[src/rtl/muon_decay_sequencer_pkg.sv]
// Shared definitions for the muon-decay acquisition path.
// No logic: state encoding and default widths only.
// No flow control.
package muon_pkg;

  typedef enum logic [1:0] {
    IDLE    = 2'd0,
    ARMED   = 2'd1,
    WINDOW  = 2'd2,
    HOLDOFF = 2'd3
  } state_e;

  localparam int CNT_W_DEF  = 16;
  localparam int STAT_W_DEF = 32;

endpackage

[src/rtl/muon_decay_sequencer_edge.sv]
// Rising-edge detector on a raw trigger line: 3-flop shift register, edge = q1 & q2 & ~q3.
// Latency: pulse_o asserts 2 cycles after the input rises; input must stay high 2 cycles.
// No flow control: pulse_o is a single-cycle strobe.
module pulse_edge_detect (
  input  logic clk,
  input  logic rst,
  input  logic din,
  output logic pulse_o
);

  logic [2:0] sr_q;
  logic [2:0] sr_d;

  // Shift the raw input through three stages; sr[0] is q1.
  always_comb begin
    sr_d = {sr_q[1:0], din};
  end

  // Shift register state, cleared by synchronous reset.
  always_ff @(posedge clk) begin
    if (rst) sr_q <= 3'b000;
    else     sr_q <= sr_d;
  end

  assign pulse_o = sr_q[0] & sr_q[1] & ~sr_q[2];

endmodule

[src/rtl/muon_decay_sequencer.sv]
// Double-pulse acquisition controller: coincidence window, dead time, single-entry event buffer, run stats.
// Latency: capture visible on evt_valid 1 cycle after the second edge is detected (edge itself lags trigger by 2).
// Backpressure: one-entry buffer; a capture while full and unacked is dropped and counted in lost_cnt.
module muon_decay_sequencer
  import muon_pkg::*;
#(
  parameter int CNT_W  = CNT_W_DEF,
  parameter int STAT_W = STAT_W_DEF
) (
  input  logic              clk,
  input  logic              rst,
  input  logic              enable,
  input  logic              clr_stats,
  input  logic              trigger,
  input  logic [CNT_W-1:0]  window,
  input  logic [CNT_W-1:0]  holdoff,
  output logic              evt_valid,
  output logic [CNT_W-1:0]  evt_delta,
  input  logic              rd_ack,
  output logic              busy,
  output logic [STAT_W-1:0] single_cnt,
  output logic [STAT_W-1:0] double_cnt,
  output logic [STAT_W-1:0] lost_cnt
);

  localparam logic [CNT_W-1:0]  CNT_ONE  = {{(CNT_W-1){1'b0}}, 1'b1};
  localparam logic [STAT_W-1:0] STAT_ONE = {{(STAT_W-1){1'b0}}, 1'b1};

  state_e             state_q, state_d;
  logic [CNT_W-1:0]   cnt_q, cnt_d;
  logic [CNT_W-1:0]   hcnt_q, hcnt_d;
  logic               evt_valid_q, evt_valid_d;
  logic [CNT_W-1:0]   evt_delta_q, evt_delta_d;
  logic               busy_q, busy_d;
  logic [STAT_W-1:0]  single_q, single_d;
  logic [STAT_W-1:0]  double_q, double_d;
  logic [STAT_W-1:0]  lost_q, lost_d;

  logic trig_rise;
  logic capture;
  logic single_inc;
  logic lost_inc;

  pulse_edge_detect u_edge (
    .clk     (clk),
    .rst     (rst),
    .din     (trigger),
    .pulse_o (trig_rise)
  );

  function automatic logic [STAT_W-1:0] sat_bump(input logic [STAT_W-1:0] v, input logic inc);
    return (inc && (v != {STAT_W{1'b1}})) ? v + STAT_ONE : v;
  endfunction

  // Next-state logic: disable overrides everything; WINDOW checks capture before expiry.
  always_comb begin
    state_d    = state_q;
    cnt_d      = cnt_q;
    hcnt_d     = hcnt_q;
    capture    = 1'b0;
    single_inc = 1'b0;
    if (!enable) begin
      state_d = IDLE;
    end else begin
      unique case (state_q)
        IDLE: state_d = ARMED;
        ARMED: begin
          if (trig_rise) begin
            state_d = WINDOW;
            cnt_d   = CNT_ONE;
          end
        end
        WINDOW: begin
          if (trig_rise && (cnt_q < window)) begin
            capture = 1'b1;
            state_d = HOLDOFF;
            hcnt_d  = '0;
          end else if (cnt_q >= window) begin
            single_inc = 1'b1;
            state_d    = ARMED;
          end else if (cnt_q != {CNT_W{1'b1}}) begin
            cnt_d = cnt_q + CNT_ONE;
          end
        end
        HOLDOFF: begin
          if (hcnt_q >= holdoff) state_d = ARMED;
          else                   hcnt_d  = hcnt_q + CNT_ONE;
        end
        default: state_d = IDLE;
      endcase
    end
    busy_d = (state_d == WINDOW) || (state_d == HOLDOFF);
  end

  // Event buffer and saturating statistics; an ack in the capture cycle frees the slot for the new event.
  always_comb begin
    evt_valid_d = evt_valid_q;
    evt_delta_d = evt_delta_q;
    lost_inc    = 1'b0;
    if (capture) begin
      if (!evt_valid_q || rd_ack) begin
        evt_valid_d = 1'b1;
        evt_delta_d = cnt_q;
      end else begin
        lost_inc = 1'b1;
      end
    end else if (rd_ack) begin
      evt_valid_d = 1'b0;
    end
    single_d = clr_stats ? '0 : sat_bump(single_q, single_inc);
    double_d = clr_stats ? '0 : sat_bump(double_q, capture);
    lost_d   = clr_stats ? '0 : sat_bump(lost_q, lost_inc);
  end

  // All sequencer state, cleared by synchronous reset.
  always_ff @(posedge clk) begin
    if (rst) begin
      state_q     <= IDLE;
      cnt_q       <= '0;
      hcnt_q      <= '0;
      evt_valid_q <= 1'b0;
      evt_delta_q <= '0;
      busy_q      <= 1'b0;
      single_q    <= '0;
      double_q    <= '0;
      lost_q      <= '0;
    end else begin
      state_q     <= state_d;
      cnt_q       <= cnt_d;
      hcnt_q      <= hcnt_d;
      evt_valid_q <= evt_valid_d;
      evt_delta_q <= evt_delta_d;
      busy_q      <= busy_d;
      single_q    <= single_d;
      double_q    <= double_d;
      lost_q      <= lost_d;
    end
  end

  assign evt_valid  = evt_valid_q;
  assign evt_delta  = evt_delta_q;
  assign busy       = busy_q;
  assign single_cnt = single_q;
  assign double_cnt = double_q;
  assign lost_cnt   = lost_q;

endmodule

[config.mk]
export PLATFORM = sky130hd
export DESIGN_NAME = muon_decay_sequencer
export DESIGN_NICKNAME = d
export VERILOG_FILES = /design/src/rtl/muon_decay_sequencer_pkg.sv /design/src/rtl/muon_decay_sequencer_edge.sv /design/src/rtl/muon_decay_sequencer.sv
export SDC_FILE = /design/constraint.sdc
export NUM_CORES = 1
export LEC_CHECK = 0
export ABC_AREA = 1
export CAP_MARGIN = 20
export CORE_AREA = 8 8 135 137
export DETAILED_ROUTE_END_ITERATION = 12
export DIE_AREA = 0 0 143 145
export DONT_BUFFER_PORTS = 1
export GPL_ROUTABILITY_DRIVEN = 0
export PLACE_DENSITY = 0.83
export SLEW_MARGIN = 25
export SYNTH_ARGS = -nofsm -noshare
export SYNTH_HDL_FRONTEND = slang
export SYNTH_HIERARCHICAL = 1
export SYNTH_SLANG_ARGS = --single-unit
[constraint.sdc]
create_clock -name clk -period 3.39 [get_ports clk]
set_input_delay 0.1695 -clock clk [delete_from_list [all_inputs] [get_ports clk]]
set_output_delay 0.1695 -clock clk [all_outputs]
set_load 0.01 [all_outputs]
==> flow_metrics.env, run 1 <==
export IMPL_die_h_um=145
export IMPL_met1_usage=0.3137
export IMPL_crit_path_frequent_cell="nand2_1"
export IMPL_grt_setup_unrepaired="no"
export IMPL_crit_path_end="lost_cnt[9]"
export IMPL_regArea_um2=3023
export IMPL_critPathKind="reg -> reg"
export IMPL_cts_tree="built"
export IMPL_synth_cell_types=35
export IMPL_path_delay_family="simple AND/OR/NAND/NOR gates"
export IMPL_crit_required_ns=3.70
export IMPL_num_antenna_cells=0
export IMPL_cts_buffers=17
export IMPL_cts_max_path_buffers=2
export IMPL_synthCells=1443
export IMPL_max_slew_margin_rel=0.4602
export IMPL_drive_above_1_share=0.04656
export IMPL_h_tree_depth=4
export IMPL_timing_rr_start="lost_cnt[1]"
export IMPL_powerDensity_nw_per_um2=350.8
export IMPL_fillerInstances=1486
export IMPL_r2r_setup_slack_ns=0.56
export IMPL_cp_end_kind="register"
export IMPL_path_max_fanout=40
export IMPL_start_util=0.5863
export IMPL_setup_tns_ns=0
export IMPL_area_growth_pct=6.955
export IMPL_async_reset_ff_frac=0
export IMPL_cts_root_buffer="clkbuf_16"
export IMPL_grt_pass1_vias=8679
export IMPL_synth_main_ff_cell="dfxtp_1"
export IMPL_setup_viol=0
export IMPL_dp_hpwl_um=18970
export IMPL_cp_num_cells=14
export IMPL_met3_usage=0.08169
export IMPL_fmax_ghz=0.3529
export IMPL_grt_overflow_total=0
export IMPL_via_per_inst=5.728
export IMPL_crit_slowest_cell="dfxtp_1"
export IMPL_first_pass_iters=5
export IMPL_path_cells="ha_1, nand2_2, nor2_8, nand2_4, nor2_4, nand2_2, nor2_2, nand2_1, nand2_1, nor2_2, buf_4, clkinv_2, nand2_1, a21oi_1"
export IMPL_clkTransAtPathRegs_ns=0.06
export IMPL_drtIter0Drc=939
export IMPL_fin_skew_ns=0.007779
export IMPL_hp_class="in -> reg"
export IMPL_grtUsageMet2=0.3927
export IMPL_worst_r2r_path_depth=14
export IMPL_crit_arrival_ns=3.15
export IMPL_p_leak_nw=3.636
export IMPL_syn_area_um2=9482
export IMPL_yosysSeqAreaShare=0.3188
export IMPL_maxSlewViolCount=0
export IMPL_worst_setup_path_start_kind="register"
export IMPL_crit_buf_inv=2
export IMPL_maxCapViolCount=0
export IMPL_whs_ns=0.03504
export IMPL_track_usage=0.2509
export IMPL_clock_sinks=151
export IMPL_busiest_layer="met2"
export IMPL_wl_per_cell_um=15.88
export IMPL_antenna_found_initial=0
export IMPL_outcome="complete, no violations"
export IMPL_ys_warn_count=6
export IMPL_die_x_um=143
export IMPL_cpPeakStageDelay_ns=0.49
export IMPL_drt_total_wl_um=26350
export IMPL_vias=9503
export IMPL_coreArea_um2=16170
export IMPL_drcViolationCount=0
export IMPL_port_buffers=0
export IMPL_ant_nets=0
export IMPL_cts_setup_buffers=0
export IMPL_grt_pass1_wl_um=43130
export IMPL_ios=152
export IMPL_tightest_slew_ns=0.8097
export IMPL_clk_insertion_delay_late_ns=0.42
export IMPL_r2r_end="lost_cnt[9]"
export IMPL_synth_edff_count=0
export IMPL_num_rows=47
export IMPL_crit_path_start="lost_cnt[1]"
export IMPL_grt_max_degree=58
export IMPL_multiInputGateArea_um2=5702
export IMPL_ir_drop_v=0.0003531
export IMPL_final_hold_violation_count=0
export IMPL_synth_seq_cells=151
export IMPL_fin_nets=1501
export IMPL_syn_avg_cell_area_um2=6.571
export IMPL_fin_crit_ns=2.834
export IMPL_fin_crit_sh=0.8360
export IMPL_syn_nets=1518
export IMPL_die_area_um2=20740
==> stage by stage <==
stage / utilization / worst slack [ns] / area, um^2 / power [W] / cells
after global routing: 0.6271 / 0.3114 / 10140 / 0.003663 / 1659
after CTS: 0.6270 / 0.6203 / 10140 / 0.003579 / 1659
after detailed placement: 0.5921 / 0.6522 / 9575 / 0.001896 / 1623
after global placement: 0.5921 / 0.7305 / 9575 / 0.001892 / 1623
final: 0.6271 / 0.5560 / 10140 / 0.003558 / 1659
after floorplan: - / 1.355 / 9482 / 0.001881 / 1443
==> worst min path at each step <==
| stage | startpoint | end | slack, ns | cells past startpoint |
|---|---|---|---|---|
| after floorplan | rst | u_edge/sr_q[0] | 0.24 | 1 |
| after global placement | rst | cnt_q[12] | 0.25 | 1 |
| after detailed placement | rst | cnt_q[14] | 0.25 | 1 |
| after CTS | rst | cnt_q[7] | 0.03 | 2 |
| after global routing | rst | evt_valid | 0.04 | 2 |
| final | rst | u_edge/sr_q[1] | 0.04 | 2 |
==> power breakdown <==
group          internal, W  switching [W]
combinational    0.0000253      0.0000666
sequential         0.00178     0.00000191
clock             0.000928       0.000759
total              0.00273       0.000827
==> cell families (layout without fill, tap and decap cells) <==
group / after synthesis / in the layout / share of synthesized area
buf+inv: 183 / 179 / 0.08010
simple gates: 799 / 799 / 0.3678
flops: 151 / 151 / 0.3188
xor+xnor: 98 / 98 / 0.09052
fa+ha+maj: 37 / 37 / 0.04883
compound gates: 175 / 175 / 0.09396
==> layer usage <==
layer | vias to the layer above | routed length (um)
met1 | 4306 | 11090
li1 | 4716 | -
met3 | 57 | 2705
met5 | - | 0
met4 | 0 | 561
met2 | 424 | 11990
==> layout by cell type, fill, tap and decap left out, drive strengths merged <==
master,count
o21ai,28
nor3,62
nand4,89
dfxtp,151
a21oi,141
inv,131
clkinvlp,2
a21o,1
nor2,202
xor2,72
xnor2,26
nand3b,1
o211ai,2
dlygate4sd3,3
ha,37
nand2,385
buf,11
clkbuf,19
clkinv,13
nor4,7
a31oi,3
nand3,49
nor3b,4
==> flip-flops by register name, summed over array words and instances (netlist names) <==
register,count
state_q,2
cnt_q,16
single_cnt,32
evt_delta,16
double_cnt,32
lost_cnt,32
evt_valid,1
u_edge/sr_q,3
busy,1
hcnt_q,16
==> Yosys cell counts, types with 26 or more instances <==
cell | instances | share of area
nand2_1 | 380 | 0.15
nor2_1 | 193 | 0.076
dfxtp_1 | 151 | 0.32
a21oi_1 | 140 | 0.074
inv_1 | 126 | 0.050
nand4_1 | 88 | 0.058
xor2_1 | 72 | 0.067
nor3_1 | 60 | 0.032
nand3_1 | 47 | 0.025
ha_1 | 37 | 0.049
clkbuf_1 | 28 | 0.011
o21ai_0 | 28 | 0.015
xnor2_1 | 26 | 0.024
==> repair_timing <==
action                                  in CTS  in global routing
hold buffers                                 4                  0
gates resized for setup                      0                  0
endpoints found under the setup margin       0                  0
endpoints found under the hold margin       37                  0
==> layout make-up <==
type,count,area share
Sequential cell,151,0.2981
Multi-Input combinational cell,1109,0.5622
Clock buffer,19,0.04269
Tap cell,220,0.02714
Timing Repair Buffer,14,0.01234
Inverter,133,0.04948
Clock inverter,13,0.008020
Power figures use the tool's default switching activity.
==> run 2, diff against run 1 <==
==> constraint.sdc (replaced) <==
create_clock -name clk -period 2.7 [get_ports clk]
set_input_delay 0.135 -clock clk [delete_from_list [all_inputs] [get_ports clk]]
set_output_delay 0.135 -clock clk [all_outputs]
set_load 0.01 [all_outputs]
==> run 2 against run 1 <==
Effect of this change:
- die area stayed put
- critical path depth is 4 lower
- clock power is 40% higher
- first-iteration DRC count is 12% higher
- via count is 3.6% higher
- maximum frequency is 14% higher
- largest power group is now clock
==> flow_metrics.env, run 2 (synthesized netlist as in run 1, its figures left out) <==
export IMPL_outcome="complete, no violations"
export IMPL_ir_drop_v=0.0004652
export IMPL_layout_common_cells="nand2_1 (380), nor2_1 (192), dfxtp_1 (151)"
export IMPL_num_antenna_cells=0
export IMPL_via_per_inst=5.750
export IMPL_first_pass_iters=5
export IMPL_grt_pass1_wl_um=44970
export IMPL_fmax_ghz=0.4040
export IMPL_path_delay_family="compound AO/OA/AOI/OAI gates"
export IMPL_drcViolationCount=0
export IMPL_fin_skew_ns=0.009783
export IMPL_r2r_setup_slack_ns=0.22
export IMPL_clock_sinks=151
export IMPL_maxCapViolCount=0
export IMPL_r2r_end="evt_delta[0]"
export IMPL_drtIter0Drc=1051
export IMPL_tightest_slew_ns=0.6424
export IMPL_die_area_um2=20740
export IMPL_finish_utilization=0.6572
export IMPL_crit_path_end="evt_delta[0]"
export IMPL_die_h_um=145
export IMPL_final_hold_violation_count=0
export IMPL_fin_crit_ns=2.475
export IMPL_ios=152
export IMPL_cts_buffers=17
export IMPL_crit_buf_inv=2
export IMPL_antenna_found_initial=0
export IMPL_place_ws_ns=-0.2935
export IMPL_num_rows=47
export IMPL_crit_required_ns=3.04
export IMPL_coreArea_um2=16170
export IMPL_ant_nets=0
export IMPL_h_tree_depth=4
export IMPL_fin_crit_sh=0.9168
export IMPL_maxSlewViolCount=0
export IMPL_cp_end_kind="register"
export IMPL_p_leak_nw=3.946
export IMPL_clk_insertion_delay_late_ns=0.42
export IMPL_cp_num_cells=10
export IMPL_fin_nets=1556
export IMPL_critPathKind="reg -> reg"
export IMPL_cts_max_path_buffers=2
export IMPL_max_slew_margin_rel=0.5711
export IMPL_crit_path_start="cnt_q[15]"
export IMPL_setup_viol=0
export IMPL_port_buffers=0
export IMPL_worst_setup_path_start_kind="register"
export IMPL_crit_slowest_cell="dfxtp_1"
export IMPL_drive_above_1_share=0.08171
export IMPL_cts_setup_buffers=0
export IMPL_path_cells="ha_1, a21oi_1, o21ai_0, a21oi_2, nand4_2, buf_4, nor2_2, buf_4, o21ai_0, a21oi_2"
export IMPL_area_growth_pct=12.09
export IMPL_grt_overflow_total=0
export IMPL_wl_per_cell_um=16.03
export IMPL_die_x_um=143
export IMPL_track_usage=0.2599
export IMPL_clkTransAtPathRegs_ns=0.06
export IMPL_start_util=0.5863
export IMPL_setup_ws_ns=0.2247
export IMPL_cts_tree="built"
export IMPL_worst_r2r_path_depth=10
export IMPL_drt_total_wl_um=27460
export IMPL_timing_rr_start="cnt_q[15]"
export IMPL_grt_setup_unrepaired="no"
export IMPL_dp_hpwl_um=20200
export IMPL_grt_max_degree=36
export IMPL_vias=9849
export IMPL_grt_pass1_vias=9212
export IMPL_final_common_cell="nand2_1"
export IMPL_cts_root_buffer="clkbuf_16"
export IMPL_crit_arrival_ns=2.81
export IMPL_cpPeakStageDelay_ns=0.41
export IMPL_hp_class="in -> reg"
export IMPL_path_max_fanout=11
export IMPL_powerDensity_nw_per_um2=442.9
-- run 2: cell types whose count changed in the layout (fill, tap and decap cells not counted) --
cell / delta
a21oi_1: -1
a21oi_2: +1
buf_4: +52
bufinv_16: +2
clkbuf_1: -2
clkinv_2: -6
clkinv_4: +1
dlygate4sd3_1: +2
inv_2: +1
inv_4: +1
inv_6: +1
inv_8: +1
nor2_4: +1
-- run 2: what timing repair did --
action                     CTS  global route
hold endpoints to repair    37             0
gates resized for setup      1             2
pin swaps                    0             1
hold buffers                 6             0
cloned                       0             1
setup endpoints to repair   25            25
-- run 2: metrics by stage --
step	cell area [um^2]	hold slack [ns]	total power (W)	std cells	TNS (ns)
2_1_floorplan	9482	0.2062	0.002362	1443	0
3_3_place_gp	9966	0.2133	0.002378	1675	-1.731
3_5_place_dp	9966	0.2152	0.002382	1675	-5.083
4_1_cts	10620	0.1125	0.004723	1712	0
5_1_grt	10630	0.1202	0.004837	1713	0
6_report	10630	0.1170	0.004707	1713	0
-- run 2: worst min-delay path by stage --
stage,from,to,slack (ns),cells after the start
after floorplan,rst,u_edge/sr_q[0],0.21,1
after global placement,rst,cnt_q[9],0.21,1
after detailed placement,rst,cnt_q[9],0.22,1
after CTS,rst,lost_cnt[24],0.11,4
after global routing,rst,lost_cnt[6],0.12,4
final,rst,lost_cnt[6],0.12,4
-- run 2: where the power goes --
| part | internal, W | switching [W] |
|---|---|---|
| clock network | 0.00137 | 0.000991 |
| registers | 0.00223 | 0.00000221 |
| logic | 0.0000356 | 0.0000827 |
| total | 0.00363 | 0.00108 |
-- run 2: layout make-up --
class / count / area [um^2]
Sequential cell: 151 / 3023
Fill cell: 1455 / 5544
Multi-Input combinational cell: 1110 / 5717
Timing Repair Buffer: 68 / 535.5
Clock buffer: 17 / 425.4
Tap cell: 220 / 275.3
Inverter: 133 / 501.7
Clock inverter: 14 / 150.1
-- run 2: routing by layer --
metal	wire length [um]	track usage	up-vias
li1	-	-	4822
met1	11280	0.3239	4447
met2	12390	0.4143	510
met3	3200	0.08136	70
met4	599	0.08719	0
met5	0	0	-
-- run 2: worst register-to-register path, delay by kind of cell, from the launching register on --
kind	cells	cell delay (ns)
simple gates	2	0.43
fa+ha+maj	1	0.29
buf+inv	2	0.47
compound gates	5	0.80
flops	1	0.41
==> run 3, diff against run 2 <==
--- a/config.mk
+++ b/config.mk
@@ -7,12 +7,12 @@
 export LEC_CHECK = 0
 export ABC_AREA = 1
 export CAP_MARGIN = 20
-export CORE_AREA = 8 8 135 137
+export CORE_AREA = 8 8 147 149
 export DETAILED_ROUTE_END_ITERATION = 12
-export DIE_AREA = 0 0 143 145
+export DIE_AREA = 0 0 155 157
 export DONT_BUFFER_PORTS = 1
 export GPL_ROUTABILITY_DRIVEN = 0
-export PLACE_DENSITY = 0.83
+export PLACE_DENSITY = 0.72
 export SLEW_MARGIN = 25
 export SYNTH_ARGS = -nofsm -noshare
 export SYNTH_HDL_FRONTEND = slang
==> run 3 against run 2 <==
Effect of this change:
- final area down 1.2%
- clock skew is 0.00077 ns higher
- die area increased by 17%
- maximum frequency up 2.3%
- sequential power hardly changed
- critical path depth grew 3
- wire length increased by 1.2%
- largest cell class unchanged
- largest power group unchanged
==> flow_metrics.env, run 3 (synthesized netlist as in run 1, its figures left out) <==
export IMPL_outcome="complete, no violations"
export IMPL_cts_buffers=17
export IMPL_power_w=0.004688
export IMPL_final_area_um2=10500
export IMPL_cp_end_kind="register"
export IMPL_hold_end="lost_cnt[10]"
export IMPL_die_area_um2=24340
export IMPL_cts_tree="built"
export IMPL_setup_viol=0
export IMPL_grt_overflow_total=0
export IMPL_routed_wl_met3_um=2696
export IMPL_first_pass_iters=6
export IMPL_fin_crit_ns=2.419
export IMPL_max_slew_margin_rel=0.5513
export IMPL_cpPeakStageDelay_ns=0.45
export IMPL_powerDensity_nw_per_um2=446.7
export IMPL_tightest_slew_ns=0.6669
export IMPL_crit_path_frequent_cell="nand2_1"
export IMPL_path_cells="ha_1, a21oi_1, nand2_1, nand2_1, nand2_1, nand2_1, nand4_2, nor2_2, buf_4, nand2_1, nand2_1, nand2_1, nor2_1"
export IMPL_fin_crit_sh=0.8960
export IMPL_holdPathStages=4
export IMPL_r2r_setup_slack_ns=0.28
export IMPL_drt_total_wl_um=27790
export IMPL_path_delay_family="simple AND/OR/NAND/NOR gates"
export IMPL_track_usage=0.2274
export IMPL_vias=9590
export IMPL_num_antenna_cells=0
export IMPL_final_hold_violation_count=0
export IMPL_grt_setup_unrepaired="no"
export IMPL_fin_skew_ns=0.01056
export IMPL_crit_slowest_cell="dfxtp_1"
export IMPL_top_layer="met4"
export IMPL_drtIter0Drc=768
export IMPL_whs_ns=0.09098
export IMPL_timing_rr_start="cnt_q[3]"
export IMPL_crit_arrival_ns=2.78
export IMPL_m1WireLength_um=11910
export IMPL_cts_max_path_buffers=2
export IMPL_final_common_cell="nand2_1"
export IMPL_port_buffers=0
export IMPL_drive_above_1_share=0.06671
export IMPL_dp_hpwl_um=20300
export IMPL_fin_nets=1531
export IMPL_crit_buf_inv=1
export IMPL_hp_class="in -> reg"
export IMPL_area_growth_pct=10.69
export IMPL_coreArea_um2=19210
export IMPL_worst_setup_path_start_kind="register"
export IMPL_hold_start="rst"
export IMPL_grt_max_degree=41
export IMPL_grt_pass1_vias=8943
export IMPL_p_int_w=0.003594
export IMPL_clock_sinks=151
export IMPL_num_rows=51
export IMPL_layout_common_cells="nand2_1 (380), nor2_1 (191), dfxtp_1 (151)"
export IMPL_combPwrFrac=0.026
export IMPL_clkTransAtPathRegs_ns=0.07
export IMPL_grt_pass1_wl_um=45520
export IMPL_via_per_inst=5.531
export IMPL_h_tree_depth=4
export IMPL_crit_required_ns=3.06
export IMPL_fmax_ghz=0.4134
export IMPL_clk_insertion_delay_late_ns=0.42
export IMPL_critPathKind="reg -> reg"
export IMPL_cts_setup_buffers=0
export IMPL_die_h_um=157
export IMPL_maxCapViolCount=0
export IMPL_wl_met2_um=12680
export IMPL_swShare=0.2335
export IMPL_r2r_end="lost_cnt[24]"
export IMPL_antenna_found_initial=0
export IMPL_wl_per_cell_um=16.02
export IMPL_p_leak_nw=3.802
export IMPL_die_x_um=155
export IMPL_seq_power_share=0.476
export IMPL_worst_r2r_path_depth=13
export IMPL_drcViolationCount=0
export IMPL_path_max_fanout=39
export IMPL_start_util=0.4936
export IMPL_setup_tns_ns=0
export IMPL_cts_root_buffer="clkbuf_16"
export IMPL_clockPowerShare=0.498
export IMPL_placed_area_um2=9852
export IMPL_ir_drop_v=0.0004141
export IMPL_ant_nets=0
export IMPL_maxSlewViolCount=0
export IMPL_ios=152
export IMPL_p_sw_w=0.001095
-- run 3: cell count changes in the layout (fill, tap and decap cells not counted), moves of 2 or more --
cell,before,now
buf_4,62,39
clkinvlp_4,2,6
clkinv_2,4,1
clkbuf_8,0,2
-- run 3: layout make-up --
type	instances	area, um^2
Clock buffer	20	456.7
Clock inverter	12	118.9
Fill cell	1906	8712
Inverter	133	500.5
Multi-Input combinational cell	1109	5712
Sequential cell	151	3023
Tap cell	265	331.6
Timing Repair Buffer	44	352.8
-- run 3: repair_timing --
action                                 4_1_cts  5_1_grt
setup endpoints to repair                    0        2
endpoints found under the hold margin       37        0
gates resized for setup                      0        1
hold buffers                                 5        0
-- run 3: through the flow --
step	utilization	std cells	setup WS (ns)
after global placement	0.5129	1697	0.2378
after detailed placement	0.5129	1697	0.1665
after CTS	0.5460	1734	0.06605
after global routing	0.5464	1734	0.002913
after floorplan	-	1443	0.6655
final	0.5464	1734	0.2808
-- run 3: layer usage --
metal	up-vias	GRT usage
met5	-	0
met4	0	0.07420
met3	46	0.06965
met1	4400	0.2825
met2	385	0.3691
li1	4759	-
-- run 3: worst reg2reg max path, stage by stage, from the launching register on --
cell     delay (ns)
dfxtp_1        0.45
ha_1           0.29
a21oi_1        0.16
nand2_1        0.07
nand2_1        0.05
nand2_1        0.05
nand2_1        0.13
nand4_2        0.21
nor2_2         0.21
buf_4          0.37
nand2_1        0.16
nand2_1        0.08
nand2_1        0.04
nor2_1         0.07
-- run 3: how the worst max path moves through the flow --
| stage | startpoint | end | slack [ns] | depth (start not counted) |
|---|---|---|---|---|
| 5_1_grt | cnt_q[3] | lost_cnt[24] | 0.003 | 14 |
| 2_1_floorplan | cnt_q[13] | double_cnt[17] | 0.67 | 11 |
| 3_5_place_dp | cnt_q[11] | single_cnt[1] | 0.17 | 8 |
| 4_1_cts | cnt_q[11] | single_cnt[0] | 0.07 | 8 |
| 6_report | cnt_q[3] | lost_cnt[24] | 0.28 | 13 |
| 3_3_place_gp | cnt_q[11] | single_cnt[1] | 0.24 | 8 |
-- run 3: power groups by stage --
stage          Combinational [W]  Sequential, W  Clock, W
2_1_floorplan          0.0000805        0.00228         0
3_3_place_gp            0.000101        0.00228         0
3_5_place_dp            0.000103        0.00228         0
4_1_cts                 0.000122        0.00223   0.00237
5_1_grt                 0.000137        0.00223   0.00249
6_report                0.000122        0.00223   0.00233
